`src/rtl/tiny_cpu_sequencer.sv`:
```
// rtl/tiny_cpu_sequencer.sv - program store and timed instruction issue for TinyCPU
// Optional macro SEQ_SINGLE_STEP_EN: HOLD ends on an external Step pulse instead of the counter.
module tiny_cpu_sequencer #(
  parameter int DEPTH       = 16,
  parameter int ADDR_W      = 4,
  parameter int HOLD_CYCLES = 4
) (
  input  logic              Clk,
  input  logic              Reset,
  input  logic              ProgWe,
  input  logic [ADDR_W-1:0] ProgAddr,
  input  logic [11:0]       ProgData,
  input  logic [ADDR_W:0]   ProgLen,
  input  logic              Start,
  input  logic              Abort,
`ifdef SEQ_SINGLE_STEP_EN
  input  logic              Step,
`endif
  input  logic [7:0]        Result,
  output logic [11:0]       Instr,
  output logic              InstrValid,
  output logic [ADDR_W-1:0] Pc,
  output logic              Busy,
  output logic              Done,
  output logic [7:0]        LastResult,
  output logic [ADDR_W:0]   IssueCount
);

  localparam int CNT_W = (HOLD_CYCLES > 1) ? $clog2(HOLD_CYCLES) : 1;
  localparam logic [ADDR_W:0] DEPTH_L = (ADDR_W+1)'(DEPTH);
  localparam logic [CNT_W-1:0] CNT_INIT = CNT_W'(HOLD_CYCLES - 1);

  typedef enum logic [1:0] {IDLE, FETCH, HOLD, DONE} state_t;

  state_t            state, state_n;
  logic [11:0]       mem [DEPTH];
  logic [11:0]       word;
  logic [ADDR_W:0]   len, len_n, issue_n;
  logic [11:0]       instr_n;
  logic              valid_n;
  logic [ADDR_W-1:0] pc_n;
  logic [7:0]        last_n;
  logic [CNT_W-1:0]  cnt, cnt_n;
  logic              hold_last;

  assign word = mem[Pc];
  assign Busy = (state == FETCH) || (state == HOLD);
  assign Done = (state == DONE);

`ifdef SEQ_SINGLE_STEP_EN
  assign hold_last = Step;
`else
  assign hold_last = (cnt == '0);
`endif

  always_comb begin
    state_n = state;
    len_n   = len;
    instr_n = Instr;
    valid_n = InstrValid;
    pc_n    = Pc;
    last_n  = LastResult;
    issue_n = IssueCount;
    cnt_n   = cnt;
    case (state)
      IDLE: begin
        if (Start) begin
          if (ProgLen == '0) begin
            state_n = DONE;
          end else begin
            len_n   = (ProgLen > DEPTH_L) ? DEPTH_L : ProgLen;
            pc_n    = '0;
            issue_n = '0;
            state_n = FETCH;
          end
        end
      end
      FETCH: begin
        // HALT ends the run without ever reaching the CPU bus
        if (word[11:8] == 4'hF) begin
          state_n = DONE;
        end else begin
          instr_n = word;
          valid_n = 1'b1;
          cnt_n   = CNT_INIT;
          state_n = HOLD;
        end
      end
      HOLD: begin
        if (hold_last) begin
          last_n  = Result;
          issue_n = IssueCount + 1'b1;
          valid_n = 1'b0;
          if ({1'b0, Pc} == len - (ADDR_W+1)'(1)) begin
            state_n = DONE;
          end else begin
            pc_n    = Pc + 1'b1;
            state_n = FETCH;
          end
        end else begin
          cnt_n = cnt - 1'b1;
        end
      end
      DONE:    state_n = IDLE;
      default: state_n = IDLE;
    endcase
    // Abort overrides whatever the run would have done this cycle
    if (Abort && ((state == FETCH) || (state == HOLD))) begin
      state_n = IDLE;
      instr_n = '0;
      valid_n = 1'b0;
      pc_n    = Pc;
      last_n  = LastResult;
      issue_n = IssueCount;
      cnt_n   = cnt;
    end
  end

  always_ff @(posedge Clk) begin
    if (Reset) begin
      state      <= IDLE;
      len        <= '0;
      Instr      <= '0;
      InstrValid <= 1'b0;
      Pc         <= '0;
      LastResult <= '0;
      IssueCount <= '0;
      cnt        <= '0;
    end else begin
      state      <= state_n;
      len        <= len_n;
      Instr      <= instr_n;
      InstrValid <= valid_n;
      Pc         <= pc_n;
      LastResult <= last_n;
      IssueCount <= issue_n;
      cnt        <= cnt_n;
    end
  end

  always_ff @(posedge Clk) begin
    if (!Reset && (state == IDLE) && ProgWe) begin
      mem[ProgAddr] <= ProgData;
    end
  end

endmodule

```
`config.mk`:
```
export PLATFORM = sky130hd
export DESIGN_NAME = tiny_cpu_sequencer
export DESIGN_NICKNAME = d
export VERILOG_FILES = /design/src/rtl/tiny_cpu_sequencer.sv
export SDC_FILE = /design/constraint.sdc
export NUM_CORES = 1
export LEC_CHECK = 0
export CAP_MARGIN = 0
export CORE_ASPECT_RATIO = 1.2
export CORE_MARGIN = 3
export CORE_UTILIZATION = 61
export CTS_BUF_LIST = sky130_fd_sc_hd__clkbuf_2
export CTS_CLUSTER_DIAMETER = 50
export CTS_CLUSTER_SIZE = 28
export DETAILED_ROUTE_END_ITERATION = 10
export PLACE_DENSITY = 0.91
export SYNTH_ARGS = -nofsm -noshare
export SYNTH_HDL_FRONTEND = slang
export SYNTH_SLANG_ARGS = --single-unit
```
`constraint.sdc`:
```
create_clock -name Clk -period 3.2 [get_ports Clk]
set_input_delay 0.8 -clock Clk [delete_from_list [all_inputs] [get_ports Clk]]
set_output_delay 0.8 -clock Clk [all_outputs]
set_load 0.01 [all_outputs]
```
==> metrics.txt, run 1 <==
# TYPE chip_impl_metric gauge
chip_impl_info{name="run_status",value="complete, no violations"} 1
chip_impl_info{name="ys.flop_type",value="sky130_fd_sc_hd__edfxtp_1"} 1
chip_impl_metric{name="final_min_period_over_clock_period",unit="%"} 96.3
chip_impl_metric{name="layout-area-overhead-vs-synth",unit="%"} 13.1
chip_impl_info{name="hold_class",value="flop to flop"} 1
chip_impl_metric{name="report.power.total",unit="uW"} 6060
chip_impl_metric{name="drtPass1Iterations",unit=""} 5
chip_impl_info{name="kind_of_start_point_of_the_critical_path",value="flop"} 1
chip_impl_metric{name="ys_seq_elements",unit=""} 235
chip_impl_metric{name="die_x",unit="um"} 119
chip_impl_info{name="largest_cells_by_area_after_synthesis",value="sky130_fd_sc_hd__edfxtp_1 (62%), sky130_fd_sc_hd__mux4_2 (14%), sky130_fd_sc_hd__dfxtp_1 (9.2%), sky130_fd_sc_hd__mux2i_1 (2.4%), sky130_fd_sc_hd__nand2_1 (1.6%)"} 1
chip_impl_info{name="cell_with_the_most_instances_after_synthesis",value="sky130_fd_sc_hd__edfxtp_1"} 1
chip_impl_metric{name="synth-edff-count",unit=""} 192
chip_impl_info{name="synthTopCellsByCount",value="sky130_fd_sc_hd__edfxtp_1 (192), sky130_fd_sc_hd__mux4_2 (56), sky130_fd_sc_hd__dfxtp_1 (43)"} 1
chip_impl_metric{name="ctsHtreeMaxLevel",unit=""} 1
chip_impl_metric{name="worst-r2r-cell-count",unit=""} 6
chip_impl_metric{name="timing.final.max_slew_violations",unit=""} 0
chip_impl_metric{name="clock_latency",unit="ns"} 0.83
chip_impl_metric{name="cts_buffers",unit=""} 15
chip_impl_metric{name="fin_nets",unit=""} 658
chip_impl_metric{name="grt_max_degree",unit=""} 31
chip_impl_metric{name="cp_num_cells",unit=""} 3
chip_impl_metric{name="finalSetupViolCount",unit=""} 0
chip_impl_metric{name="cp_data_arrival_time",unit="ns"} 2.28
chip_impl_metric{name="crit_path_max_incr_delay",unit="ns"} 0.56
chip_impl_metric{name="holdBufCountCts",unit=""} 0
chip_impl_metric{name="drt_drc_violations_left",unit=""} 0
chip_impl_info{name="slowest_stage",value="sky130_fd_sc_hd__clkdlybuf4s50_1"} 1
chip_impl_metric{name="synthesis.area",unit="mm^2"} 0.00931
chip_impl_metric{name="num_vias",unit=""} 5180
chip_impl_metric{name="floorplan.io_pins",unit=""} 66
chip_impl_metric{name="finalWorstPathRequiredPeriod",unit="ns"} 3.08
chip_impl_metric{name="post_synth_inst_count",unit=""} 530
chip_impl_metric{name="dr.first_iter.drc_count",unit=""} 722
chip_impl_metric{name="path_clk_slew",unit="ns"} 0.41
chip_impl_info{name="cts_tree",value="yes"} 1
chip_impl_metric{name="tightestPinTransition",unit="ns"} 0.770
chip_impl_metric{name="fin_setup_tns",unit="ns"} 0
chip_impl_metric{name="fillers",unit=""} 887
chip_impl_info{name="grt_setup_unrepaired",value="false"} 1
chip_impl_metric{name="routed_wl",unit="um"} 19800
chip_impl_metric{name="first_global_vias",unit=""} 5270
chip_impl_metric{name="finClkSkew",unit="ns"} 0.107
chip_impl_metric{name="yosysWarningCount",unit=""} 0
chip_impl_metric{name="drive_above_1_share",unit="%"} 19.4
chip_impl_metric{name="synth-seq-area-share",unit="%"} 71.2
chip_impl_info{name="setup.worst_path.class",value="flop to primary output"} 1
chip_impl_metric{name="start_util",unit="%"} 63.6
chip_impl_metric{name="core_area",unit="mm^2"} 0.0147
chip_impl_metric{name="crit_fanout",unit=""} 5
chip_impl_metric{name="yosysUniqueCellTypes",unit=""} 43
chip_impl_metric{name="grt_first_pass_wirelength",unit="um"} 30600
chip_impl_metric{name="route.detailed.vias_per_inst",unit=""} 6.27
chip_impl_metric{name="gp_congestion",unit=""} 0.820
chip_impl_metric{name="global_route.usage.total",unit="%"} 24.1
chip_impl_metric{name="max_slew_margin",unit="%"} 48.7
chip_impl_metric{name="synth_area_per_inst",unit="um^2"} 17.6
chip_impl_metric{name="max_buffers_root_to_sink",unit=""} 3
chip_impl_metric{name="floorplan.die_area",unit="mm^2"} 0.0168
chip_impl_metric{name="antenna_violations_before_repair",unit=""} 1
chip_impl_metric{name="ir_drop",unit="V"} 0.000340
chip_impl_metric{name="timing.fmax",unit="GHz"} 0.325
chip_impl_info{name="cp_cell_instances",value="inv_1, ha_1, clkdlybuf4s50_1"} 1
chip_impl_info{name="clock_tree.root_cell",value="sky130_fd_sc_hd__clkbuf_2"} 1
chip_impl_metric{name="synth_nets",unit=""} 572
chip_impl_metric{name="synth_top_cell_area_share",unit="%"} 61.9
chip_impl_metric{name="post_cts.repair.setup_buffers",unit=""} 0
chip_impl_metric{name="critical_path.n_buffers_inverters",unit=""} 2
chip_impl_metric{name="total_leakage_power",unit="uW"} 0.00337
chip_impl_metric{name="ys_async_sr_fraction",unit="%"} 0
chip_impl_metric{name="detailedPlacementHpwl",unit="um"} 13100
chip_impl_metric{name="antenna_nets_post_route",unit=""} 0
chip_impl_metric{name="die_height",unit="um"} 141
chip_impl_metric{name="cts.sink_count",unit=""} 235
chip_impl_info{name="critPathCaptureType",value="primary output"} 1
chip_impl_metric{name="grt_overflow_total",unit=""} 0
chip_impl_metric{name="timing.hold.worst_path_depth",unit=""} 2
chip_impl_info{name="worst_path_dominant_cell_family",value="buffers and inverters"} 1
chip_impl_metric{name="maxCapViolCount",unit=""} 0
chip_impl_metric{name="wl_per_cell",unit="um"} 24.0
chip_impl_metric{name="num_rows",unit=""} 48
chip_impl_metric{name="placed_area",unit="mm^2"} 0.0103
chip_impl_metric{name="worst-endpoint-required",unit="ns"} 2.40
chip_impl_metric{name="cellPowerDensity",unit="mW/mm^2"} 576
chip_impl_metric{name="post-route-cell-area",unit="mm^2"} 0.0105
chip_impl_metric{name="final_hold_viol_count",unit=""} 0
chip_impl_metric{name="portBuffers",unit=""} 65
chip_impl_info{name="synth_top_area_cell",value="sky130_fd_sc_hd__edfxtp_1"} 1
[power by group]
part | internal [uW] | total (uW) | leakage (uW) | switching (uW)
Clock | 234 | 1210 | 0.000120 | 979
Sequential | 3440 | 3580 | 0.00208 | 136
Combinational | 612 | 1270 | 0.00117 | 659
[cells in the final DEF (no fill, tap or decap), types with 3 or more instances in the layout]
master,count
sky130_fd_sc_hd__edfxtp_1,192
sky130_fd_sc_hd__clkdlybuf4s50_1,65
sky130_fd_sc_hd__mux4_2,56
sky130_fd_sc_hd__dfxtp_1,40
sky130_fd_sc_hd__nand2_1,39
sky130_fd_sc_hd__nor2_1,34
sky130_fd_sc_hd__buf_4,25
sky130_fd_sc_hd__mux2i_1,22
sky130_fd_sc_hd__clkbuf_2,16
sky130_fd_sc_hd__nand3_1,15
sky130_fd_sc_hd__inv_1,14
sky130_fd_sc_hd__a21oi_1,13
sky130_fd_sc_hd__o21ai_0,8
sky130_fd_sc_hd__ha_1,8
sky130_fd_sc_hd__xnor2_1,7
sky130_fd_sc_hd__xor2_1,5
sky130_fd_sc_hd__inv_12,5
sky130_fd_sc_hd__nand2b_1,4
sky130_fd_sc_hd__nor3_2,4
sky130_fd_sc_hd__a22oi_1,4
sky130_fd_sc_hd__nand4b_1,4
sky130_fd_sc_hd__and3_1,3
sky130_fd_sc_hd__nand4_1,3
sky130_fd_sc_hd__nor3_1,3
[cell families after synthesis]
logic type | share of synthesized area, %
buf+inv | 1.77
simple gates | 6.27
mux | 15.9
flops | 71.2
xor+xnor | 1.13
fa+ha+maj | 1.07
compound gates | 2.69
[cell type report]
type                            count  area (um^2)  share of cell area, %
Clock inverter                     10          113                   1.07
Clock buffer                       16         80.1                  0.760
Timing Repair Buffer               91          858                   8.15
Tap cell                          200          250                   2.38
Inverter                           14         52.6                  0.499
Sequential cell                   235         6630                   63.0
Multi-Input combinational cell    259         2540                   24.2
Antenna cell                        1         2.50                 0.0238
[stage by stage]
step	instances	setup WS (ns)	utilization, %	hold WS [ns]
2_1_floorplan	530	0.474	-	0.448
3_5_place_dp	799	0.253	70.5	0.459
4_1_cts	825	0.0115	71.9	0.482
6_report	826	0.118	71.9	0.478
5_1_grt	826	0.0511	71.9	0.502
3_3_place_gp	799	0.303	70.5	0.446
[registers in the layout, indices dropped and copies added (netlist names), named ones only]
| register | cells |
|---|---|
| LastResult | 8 |
| Instr | 12 |
| cnt | 2 |
| state | 2 |
| IssueCount | 5 |
| InstrValid | 1 |
| mem | 192 |
| len | 5 |
| Pc | 4 |
[path summary, 6_finish.rpt]
check             slack, ns      from       end
setup / recovery       0.12  state[1]      Busy
hold / removal         0.48  Instr[7]  Instr[7]
setup reg to reg       0.65  state[1]     Pc[2]
hold reg to reg        0.48  Instr[7]  Instr[7]
[routing by layer]
layer	up-vias	global-route usage, %	part of all wire, %	routed length [um]
met1	2578	30.7	37	7270
met4	0	8.54	3.4	677
li1	2244	-	-	-
met3	60	3.71	7.9	1570
met5	-	0	0	0
met2	298	42.6	52	10300
[worst min-delay path, delay by kind of cell (launching register included)]
family        cells  cell delay, ns
flops             1            0.40
mux               1            0.06
simple gates      1            0.05
[what timing repair did]
item                                    CTS  global route
endpoints found under the setup margin    0             1
resized for setup                         0             1
hold endpoints to repair                  0             0
(Power assumes the default switching activity.)
==> run 2: changes to the inputs <==
--- a/config.mk
+++ b/config.mk
@@ -6,7 +6,7 @@
 export NUM_CORES = 1
 export LEC_CHECK = 0
 export CAP_MARGIN = 0
-export CORE_ASPECT_RATIO = 1.2
+export CORE_ASPECT_RATIO = 1.4
 export CORE_MARGIN = 3
 export CORE_UTILIZATION = 61
 export CTS_BUF_LIST = sky130_fd_sc_hd__clkbuf_2
==> metrics.txt, run 2 (synthesis gave the netlist of run 1 again) <==
# TYPE chip_impl_metric gauge
chip_impl_metric{name="crit_fanout",unit=""} 4
chip_impl_metric{name="core_area",unit="mm^2"} 0.0147
chip_impl_metric{name="num_vias",unit=""} 5279
chip_impl_metric{name="post_cts.resized_instances",unit=""} 0
chip_impl_info{name="layout_commonest_cell",value="sky130_fd_sc_hd__edfxtp_1"} 1
chip_impl_metric{name="timing.final.max_slew_violations",unit=""} 0
chip_impl_metric{name="finalSetupViolCount",unit=""} 0
chip_impl_metric{name="clock_latency",unit="ns"} 0.81
chip_impl_metric{name="timing.fmax",unit="GHz"} 0.326
chip_impl_metric{name="first_global_vias",unit=""} 5436
chip_impl_metric{name="wl_per_cell",unit="um"} 24.2
chip_impl_metric{name="grt_max_degree",unit=""} 29
chip_impl_metric{name="dr.first_iter.drc_count",unit=""} 683
chip_impl_metric{name="placed_area",unit="mm^2"} 0.0104
chip_impl_metric{name="num_rows",unit=""} 52
chip_impl_info{name="run_status",value="complete, no violations"} 1
chip_impl_metric{name="die_x",unit="um"} 110
chip_impl_metric{name="final_min_period_over_clock_period",unit="%"} 95.9
chip_impl_metric{name="detailedPlacementHpwl",unit="um"} 13600
chip_impl_info{name="crit-reg2reg-launch",value="state[0]"} 1
chip_impl_metric{name="max_buffers_root_to_sink",unit=""} 3
chip_impl_metric{name="global_route.usage.total",unit="%"} 23.7
chip_impl_metric{name="route.detailed.vias_per_inst",unit=""} 6.43
chip_impl_metric{name="antenna_violations_before_repair",unit=""} 1
chip_impl_metric{name="portBuffers",unit=""} 65
chip_impl_metric{name="fin_nets",unit=""} 666
chip_impl_metric{name="grt_overflow_total",unit=""} 0
chip_impl_info{name="largest_register",value="mem"} 1
chip_impl_info{name="grt_setup_unrepaired",value="false"} 1
chip_impl_metric{name="fin_setup_tns",unit="ns"} 0
chip_impl_metric{name="start_util",unit="%"} 63.3
chip_impl_metric{name="routed_wl",unit="um"} 19900
chip_impl_metric{name="layout-area-overhead-vs-synth",unit="%"} 13.8
chip_impl_metric{name="cp_data_arrival_time",unit="ns"} 2.27
chip_impl_metric{name="maxCapViolCount",unit=""} 0
chip_impl_metric{name="finClkSkew",unit="ns"} 0.114
chip_impl_metric{name="placed_cells_incl_taps",unit=""} 796
chip_impl_metric{name="fillers",unit=""} 857
chip_impl_metric{name="worst-r2r-cell-count",unit=""} 7
chip_impl_metric{name="floorplan.io_pins",unit=""} 66
chip_impl_metric{name="reg2reg_slack",unit="ns"} 0.50
chip_impl_metric{name="post_cts.repair.setup_buffers",unit=""} 0
chip_impl_metric{name="tightestPinTransition",unit="ns"} 0.867
chip_impl_metric{name="cts.sink_count",unit=""} 235
chip_impl_info{name="clock_tree.root_cell",value="sky130_fd_sc_hd__clkbuf_2"} 1
chip_impl_info{name="cts_tree",value="yes"} 1
chip_impl_metric{name="drive_above_1_share",unit="%"} 20.1
chip_impl_metric{name="grt_first_pass_wirelength",unit="um"} 30800
chip_impl_metric{name="cts_buffers",unit=""} 15
chip_impl_metric{name="ctsHtreeMaxLevel",unit=""} 1
chip_impl_metric{name="drt_drc_violations_left",unit=""} 0
chip_impl_info{name="hold_class",value="flop to flop"} 1
chip_impl_metric{name="largest_register_ff_count",unit=""} 192
chip_impl_info{name="layout_common_cells",value="sky130_fd_sc_hd__edfxtp_1 (192), sky130_fd_sc_hd__clkdlybuf4s50_1 (65), sky130_fd_sc_hd__mux4_2 (56)"} 1
chip_impl_metric{name="antenna_nets_post_route",unit=""} 0
chip_impl_info{name="critPathCaptureType",value="primary output"} 1
chip_impl_info{name="worstHoldStart",value="Instr[11]"} 1
chip_impl_metric{name="worst-endpoint-required",unit="ns"} 2.40
chip_impl_info{name="rr_endpoint",value="IssueCount[4]"} 1
chip_impl_metric{name="ir_drop",unit="V"} 0.000485
chip_impl_metric{name="final_hold_viol_count",unit=""} 0
chip_impl_metric{name="max_slew_margin",unit="%"} 42.2
chip_impl_metric{name="post-route-cell-area",unit="mm^2"} 0.0106
chip_impl_metric{name="total_leakage_power",unit="uW"} 0.00342
chip_impl_metric{name="floorplan.die_area",unit="mm^2"} 0.0168
chip_impl_metric{name="layout.core_utilization",unit="%"} 72.1
chip_impl_metric{name="gp_congestion",unit=""} 0.886
chip_impl_info{name="hold_end",value="Instr[11]"} 1
chip_impl_info{name="kind_of_start_point_of_the_critical_path",value="flop"} 1
chip_impl_metric{name="cellPowerDensity",unit="mW/mm^2"} 575
chip_impl_metric{name="drtPass1Iterations",unit=""} 6
chip_impl_metric{name="holdBufCountCts",unit=""} 0
chip_impl_info{name="top_regs",value="mem x192, Instr x12, LastResult x8"} 1
chip_impl_metric{name="die_height",unit="um"} 152
chip_impl_info{name="setup.worst_path.class",value="flop to primary output"} 1
chip_impl_metric{name="finalWorstPathRequiredPeriod",unit="ns"} 3.07
chip_impl_metric{name="timing.hold.worst_path_depth",unit=""} 2
chip_impl_metric{name="path_clk_slew",unit="ns"} 0.41
chip_impl_metric{name="finish.cell_count_without_fillers",unit=""} 821
==> run 2: area by class of cell <==
class | instances | area, um^2 | share of cell area, %
tap | 189 | 236 | 2.23
clock inverter | 8 | 129 | 1.22
multi-input combinational | 259 | 2540 | 24.0
clock buffer | 16 | 80.1 | 0.756
sequential | 235 | 6630 | 62.6
antenna | 1 | 2.50 | 0.0236
inverter | 14 | 52.6 | 0.496
timing repair buffer | 99 | 918 | 8.67
==> run 2: stage by stage <==
step	power, uW	worst slack [ns]	hold WS (ns)
after global routing	6340	0.00156	0.488
after global placement	4850	0.297	0.441
after CTS	6110	0.0878	0.477
after detailed placement	4910	0.168	0.453
final	6090	0.130	0.482
after floorplan	4460	0.474	0.448
==> run 2: report_power, final <==
part,switching [uW],internal [uW],leakage [uW]
registers,129,3440,0.00208
logic,679,621,0.00122
clock network,935,286,0.000121
total,1740,4350,0.00342
==> run 2: worst max path at each step <==
stage / from / to / slack [ns] / cells past startpoint
6_report: state[0] / Busy / 0.13 / 3
2_1_floorplan: state[0] / mem[0][0] / 0.47 / 6
5_1_grt: state[0] / Busy / 0.002 / 3
3_3_place_gp: ProgLen[1] / flop / 0.30 / 7
3_5_place_dp: Start / IssueCount[3] / 0.17 / 6
4_1_cts: state[1] / Busy / 0.09 / 3
==> run 2: critical path: stages (launching register included) <==
cell                              delay [ns]
sky130_fd_sc_hd__dfxtp_1                0.48
sky130_fd_sc_hd__inv_1                  0.10
sky130_fd_sc_hd__ha_1                   0.34
sky130_fd_sc_hd__clkdlybuf4s50_1        0.54
==> run 2: layer usage <==
layer	GRT usage [%]	wire length, um
met1	29.5	6920
met2	41.4	10500
met3	4.45	1740
met4	9.10	744
met5	0	0
